## src/rtl/inert_intf.sv

```systemverilog
// inert_intf: mode-3 16-bit SPI master plus the command sequencer that
// configures the inertial sensor and reads pitch rate / Z acceleration on
// every data-ready interrupt.
module inert_intf #(
    parameter int INIT_CYCLES = 65536
) (
    input  logic        clk,
    input  logic        rst,
    input  logic        MISO,
    input  logic        INT,
    output logic        SS_n,
    output logic        SCLK,
    output logic        MOSI,
    output logic [15:0] ptch_rt,
    output logic [15:0] AZ,
    output logic        vld,
    output logic        init_done
);
    localparam int CW = (INIT_CYCLES > 1) ? $clog2(INIT_CYCLES) : 1;

    typedef enum logic [1:0] {S_IDLE, S_FRONT, S_SHIFT, S_BACK} spi_state_t;
    typedef enum logic [2:0] {
        PWR_WAIT, WR_INT, WR_GYRO, WAIT_INT, RD_PL, RD_PH, RD_AL, RD_AH
    } seq_state_t;

    // SPI engine state
    spi_state_t  spi_q, spi_d;
    logic [4:0]  div_q, div_d;
    logic [15:0] tx_q, tx_d;
    logic [7:0]  rx_q, rx_d;      // only the second (data) byte survives
    logic [3:0]  bit_q, bit_d;
    logic        ss_n_q, ss_n_d;
    logic        done_now;

    // Sequencer state
    seq_state_t  seq_q, seq_d;
    logic [CW-1:0] cnt_q, cnt_d;
    logic        pend_q, pend_d;  // issue a start on the next clock
    logic        start_q, start_d;
    logic [7:0]  hold_pl_q, hold_pl_d, hold_ph_q, hold_ph_d, hold_al_q, hold_al_d;
    logic [15:0] ptch_q, ptch_d, az_q, az_d;
    logic        vld_q, vld_d, init_q, init_d;
    logic        int_s1_q, int_s2_q;
    logic [15:0] cmd;

    assign SS_n      = ss_n_q;
    assign SCLK      = div_q[4];
    assign MOSI      = tx_q[15];
    assign ptch_rt   = ptch_q;
    assign AZ        = az_q;
    assign vld       = vld_q;
    assign init_done = init_q;

    // Command word for whichever sequencer state is about to issue.
    always_comb begin
        cmd = 16'h0000;
        case (seq_q)
            WR_INT:  cmd = 16'h0D02;
            WR_GYRO: cmd = 16'h1150;
            RD_PL:   cmd = 16'hA200;
            RD_PH:   cmd = 16'hA300;
            RD_AL:   cmd = 16'hAC00;
            RD_AH:   cmd = 16'hAD00;
            default: cmd = 16'h0000;
        endcase
    end

    // SPI engine next state: divider drives SCLK, shift on falls, sample on rises.
    always_comb begin
        spi_d    = spi_q;
        div_d    = div_q;
        tx_d     = tx_q;
        rx_d     = rx_q;
        bit_d    = bit_q;
        ss_n_d   = ss_n_q;
        done_now = 1'b0;
        case (spi_q)
            S_IDLE: begin
                if (start_q) begin
                    ss_n_d = 1'b0;
                    div_d  = 5'b10111;
                    tx_d   = cmd;
                    bit_d  = 4'd0;
                    spi_d  = S_FRONT;
                end
            end
            S_FRONT: begin
                // First SCLK fall carries no shift: MOSI already holds bit 15.
                div_d = div_q + 5'd1;
                if (div_q == 5'd31) spi_d = S_SHIFT;
            end
            S_SHIFT: begin
                div_d = div_q + 5'd1;
                if (div_q == 5'd31) tx_d = {tx_q[14:0], 1'b0};
                if (div_q == 5'd15) begin
                    rx_d  = {rx_q[6:0], MISO};
                    bit_d = bit_q + 4'd1;
                    if (bit_q == 4'd15) spi_d = S_BACK;
                end
            end
            S_BACK: begin
                // SCLK stays high (div[4]=1) while the back porch runs out.
                div_d = div_q + 5'd1;
                if (div_q == 5'd30) begin
                    ss_n_d   = 1'b1;
                    done_now = 1'b1;
                    spi_d    = S_IDLE;
                end
            end
        endcase
    end

    // SPI engine registers.
    always_ff @(posedge clk or posedge rst) begin
        if (rst) begin
            spi_q  <= S_IDLE;
            div_q  <= 5'b11111;
            tx_q   <= 16'h0000;
            rx_q   <= 8'h00;
            bit_q  <= 4'd0;
            ss_n_q <= 1'b1;
        end else begin
            spi_q  <= spi_d;
            div_q  <= div_d;
            tx_q   <= tx_d;
            rx_q   <= rx_d;
            bit_q  <= bit_d;
            ss_n_q <= ss_n_d;
        end
    end

    // Two-flop synchroniser for the asynchronous data-ready line.
    always_ff @(posedge clk or posedge rst) begin
        if (rst) begin
            int_s1_q <= 1'b0;
            int_s2_q <= 1'b0;
        end else begin
            int_s1_q <= INT;
            int_s2_q <= int_s1_q;
        end
    end

    // Sequencer next state: every issuing state waits one clock, then starts.
    always_comb begin
        seq_d     = seq_q;
        cnt_d     = cnt_q;
        pend_d    = pend_q;
        start_d   = 1'b0;
        hold_pl_d = hold_pl_q;
        hold_ph_d = hold_ph_q;
        hold_al_d = hold_al_q;
        ptch_d    = ptch_q;
        az_d      = az_q;
        vld_d     = 1'b0;
        init_d    = init_q;
        if (pend_q) begin
            start_d = 1'b1;
            pend_d  = 1'b0;
        end
        case (seq_q)
            PWR_WAIT: begin
                if (cnt_q == CW'(INIT_CYCLES - 1)) begin
                    seq_d  = WR_INT;
                    pend_d = 1'b1;
                end else begin
                    cnt_d = cnt_q + CW'(1);
                end
            end
            WR_INT: if (done_now) begin
                seq_d  = WR_GYRO;
                pend_d = 1'b1;
            end
            WR_GYRO: if (done_now) begin
                seq_d  = WAIT_INT;
                init_d = 1'b1;
            end
            WAIT_INT: if (int_s2_q) begin
                seq_d  = RD_PL;
                pend_d = 1'b1;
            end
            RD_PL: if (done_now) begin
                hold_pl_d = rx_q;
                seq_d     = RD_PH;
                pend_d    = 1'b1;
            end
            RD_PH: if (done_now) begin
                hold_ph_d = rx_q;
                seq_d     = RD_AL;
                pend_d    = 1'b1;
            end
            RD_AL: if (done_now) begin
                hold_al_d = rx_q;
                seq_d     = RD_AH;
                pend_d    = 1'b1;
            end
            RD_AH: if (done_now) begin
                // Both words update together so the consumer never sees a torn pair.
                ptch_d = {hold_ph_q, hold_pl_q};
                az_d   = {rx_q, hold_al_q};
                vld_d  = 1'b1;
                seq_d  = WAIT_INT;
            end
        endcase
    end

    // Sequencer registers and output holding registers.
    always_ff @(posedge clk or posedge rst) begin
        if (rst) begin
            seq_q     <= PWR_WAIT;
            cnt_q     <= '0;
            pend_q    <= 1'b0;
            start_q   <= 1'b0;
            hold_pl_q <= 8'h00;
            hold_ph_q <= 8'h00;
            hold_al_q <= 8'h00;
            ptch_q    <= 16'h0000;
            az_q      <= 16'h0000;
            vld_q     <= 1'b0;
            init_q    <= 1'b0;
        end else begin
            seq_q     <= seq_d;
            cnt_q     <= cnt_d;
            pend_q    <= pend_d;
            start_q   <= start_d;
            hold_pl_q <= hold_pl_d;
            hold_ph_q <= hold_ph_d;
            hold_al_q <= hold_al_d;
            ptch_q    <= ptch_d;
            az_q      <= az_d;
            vld_q     <= vld_d;
            init_q    <= init_d;
        end
    end
endmodule

```

## config.mk

```make
export PLATFORM = sky130hd
export DESIGN_NAME = inert_intf
export DESIGN_NICKNAME = d
export VERILOG_FILES = /design/src/rtl/inert_intf.sv
export SDC_FILE = /design/constraint.sdc
export NUM_CORES = 1
export LEC_CHECK = 0
export BUFFER_PORTS_ARGS = -buffer_cell sky130_fd_sc_hd__buf_4
export CAP_MARGIN = 0
export CORE_MARGIN = 2
export CORE_UTILIZATION = 53
export DETAILED_ROUTE_END_ITERATION = 6
export GPL_TIMING_DRIVEN = 0
export PLACE_DENSITY = 0.85
export RECOVER_POWER = 100
export SLEW_MARGIN = 20
export SYNTH_ARGS = -nofsm -noshare
export SYNTH_HDL_FRONTEND = slang
export SYNTH_SLANG_ARGS = --single-unit
```

## constraint.sdc

```tcl
create_clock -name clk -period 3.48 [get_ports clk]
set_clock_uncertainty 0.05 [all_clocks]
set_input_delay 0.174 -clock clk [delete_from_list [all_inputs] [get_ports clk]]
set_output_delay 0.174 -clock clk [all_outputs]
set_load 0.02 [all_outputs]
```

==> qor.yml <==
row_count: 35
ys_warn_count: 0
grt_max_degree: 61
yosysSeqAreaShare_pct: 58.4
top_usage_layer: "met2"
drcViolationCount: 0
pwr-share-seq_pct: 44.6
use_met3_pct: 5.76
rsz0062_at_grt: "false"
nets: 485
post-synth-top-area-cell: "dfrtp_1"
design_area_mm2: 0.00588
violations: "capacitance limit, slew limit"
synth_common_cells: "dfrtp_1, mux2_2, nand2_1"
slew_headroom_pct: -46.5
wl_per_cell_um: 16.9
chipHeight_um: 101
fin_tns_setup_ps: 0
p_leak_uw: 0.00283
power_frac_clock_pct: 54.3
dieArea_mm2: 0.0102
required_ps: 3830
status: "finished with violations"
cap_violations: 1
combPwrFrac_pct: 1.1
startpoint_type: "register"
chipWidth_um: 101
cts_buffer_depth: 2
path_class: "reg -> reg"
numCtsBuffers: 17
grt_pass1_vias: 3401
p_int_uw: 2360
yosys.cell_types.count: 42
hold_violations: 0
powerDensity_mw_per_mm2: 517
crit_arrival_ps: 3090
utilization_pct: 63.9
globalplace.congestion: 0.814
ioPinCount: 41
ys.flop_type: "dfrtp_1"
core_area_mm2: 0.00920
sw_frac_of_total_pct: 22.5
insertion_delay_ps: 510
grt_pass1_wl_um: 16700
whs_ps: 273
nFillCells: 686
clk_pin_slew_ps: 60
io_buffers: 40
synthArstFlopShare_pct: 100
wl_um: 10000
period_share_pct: 78.9
num_vias: 3351
crit_path_end_kind: "register"
vias_per_cell: 5.64
grt_use_total_pct: 21.4
placed_area_mm2: 0.00546
finalSetupViolCount: 0
synth_fp_nets: 422
h-tree-depth: 4
syn_to_final_growth_pct: 18.0
worst_slew_pin_slew_ps: 2190
syn_inst: 407
vdd_drop_max_mv: 0.335
synth_area_mm2: 0.00498
diodes: 0
grt_antenna_before_repair: 0
period_minus_slack_ps: 2740
synth_area_leaders: "dfrtp_1, mux2_2, dfstp_2"
start_util_pct: 54.2
cts_tree: "built"
cp_max_fo: 10
drtIter0Drc: 205
firstDrtPassIters: 4
drv_slew: 57
final-instance-count-excl-fill: 594
ant_nets: 0
synth-edff-count: 0
grtUsageMet1_pct: 27.7
ys_seq_elements: 116
drive_above_1_share_pct: 22.4
synth_most_common_cell: "dfrtp_1"
cts_root_buf: "clkbuf_8"
switchingPower_uw: 682
grt.overflow.total: 0
fmax_mhz: 364
met2_usage_pct: 33.5
syn_avg_cell_area_um2: 12.2
clock_sink_count: 116
placedCellCount: 559
dp_hpwl_um: 6370
synth_top_area_share_pct: 55.2
hold_path.class: "in -> reg"
placed cells by master, fill, tap and decap left out, types with 4 or more instances in the layout:
master	synthesis	layout
ha_1	11	11
nand4_1	9	9
a31oi_1	7	7
a21oi_1	16	16
nor2b_1	7	7
nand2_1	28	28
inv_1	13	13
and3_1	6	6
nand3_1	15	15
xor2_1	6	6
nor3_1	9	10
clkinv_4	0	4
o21ai_0	20	20
clkbuf_1	10	52
clkbuf_16	0	16
nor2_1	20	21
inv_6	0	4
mux2_2	68	67
dfstp_1	0	4
dfrtp_1	110	110
and4_1	4	4
logic make-up after synthesis:
logic type      synth area share, %
mux                            16.4
flops                          58.4
xor+xnor                       1.41
fa+ha+maj                      2.76
compound gates                 6.70
buf+inv                        2.31
simple gates                   12.0
worst max-delay path, cell delays in order (launching register included):
cell and delay [ps]:
dfstp_1 580, ha_1 210, and4_1 260, nand3_1 150
or2_0 340, inv_1 160, clkbuf_1 460, mux2_2 410
registers in the layout, summed over array words and instances, names as in the netlist:
register and count:
hold_al_q 8, spi_q 2, seq_q 3, ptch_rt 16, tx_q 15, init_done 1, AZ 16, div_q 5
SS_n 1, cnt_q 16, int_s1_q 1, bit_q 4, hold_ph_q 8, rx_q 8, hold_pl_q 8, int_s2_q 1
vld 1, start_q 1, pend_q 1
path summary, 6_finish.rpt:
| kind | from | to | slack, ps | cells after the start |
|---|---|---|---|---|
| setup / recovery | div_q[1]$_DFFE_PP1P_ | ptch_rt[15]$_DFFE_PP0P_ | 740 | 7 |
| hold / removal | INT | int_s1_q$_DFF_PP0_ | 270 | 2 |
| setup reg to reg | div_q[1]$_DFFE_PP1P_ | ptch_rt[15]$_DFFE_PP0P_ | 740 | 7 |
| hold reg to reg | pend_q$_DFF_PP0_ | start_q$_DFF_PP0_ | 300 | 0 |
| max in group asynchronous | rst | tx_q[14]$_DFFE_PP0P_ | 1200 | 3 |
| min in group asynchronous | rst | hold_pl_q[3]$_DFFE_PP0P_ | 910 | 3 |
power by group through the flow:
stage	clock (uW)	sequential [uW]	combinational, uW
finish	1650	1350	34.6
global route	1740	1350	41.1
CTS	1670	1350	37.6
detailed placement	0	1380	34.8
global placement	0	1380	29.0
floorplan	0	1380	20.2
metal layers:
metal	vias to the layer above	part of all wire, %
met5	-	0
met4	0	2.4
met3	23	4.0
met2	79	49
met1	1666	45
li1	1583	-
metrics by stage:
stage | power, uW | worst slack (ps)
floorplan | 1400 | 194
global placement | 1410 | -950
detailed placement | 1410 | 1090
CTS | 3060 | 1070
global route | 3130 | 581
finish | 3040 | 736
timing repair:
item / in CTS / in global routing
hold buffers: 3 / 0
hold endpoints to repair: 52 / 0
resized for setup: 0 / 0
setup buffers: 0 / 0
layout make-up:
class / count / area, um2 / area share (%)
Sequential cell: 116 / 2910 / 49.5
Multi-Input combinational cell: 262 / 1930 / 32.8
Clock buffer: 20 / 445 / 7.58
Timing Repair Buffer: 44 / 226 / 3.85
Tap cell: 111 / 139 / 2.36
Clock inverter: 12 / 120 / 2.04
Buffer: 16 / 60.1 / 1.02
Inverter: 13 / 48.8 / 0.830
Power figures use the tool's default switching activity.
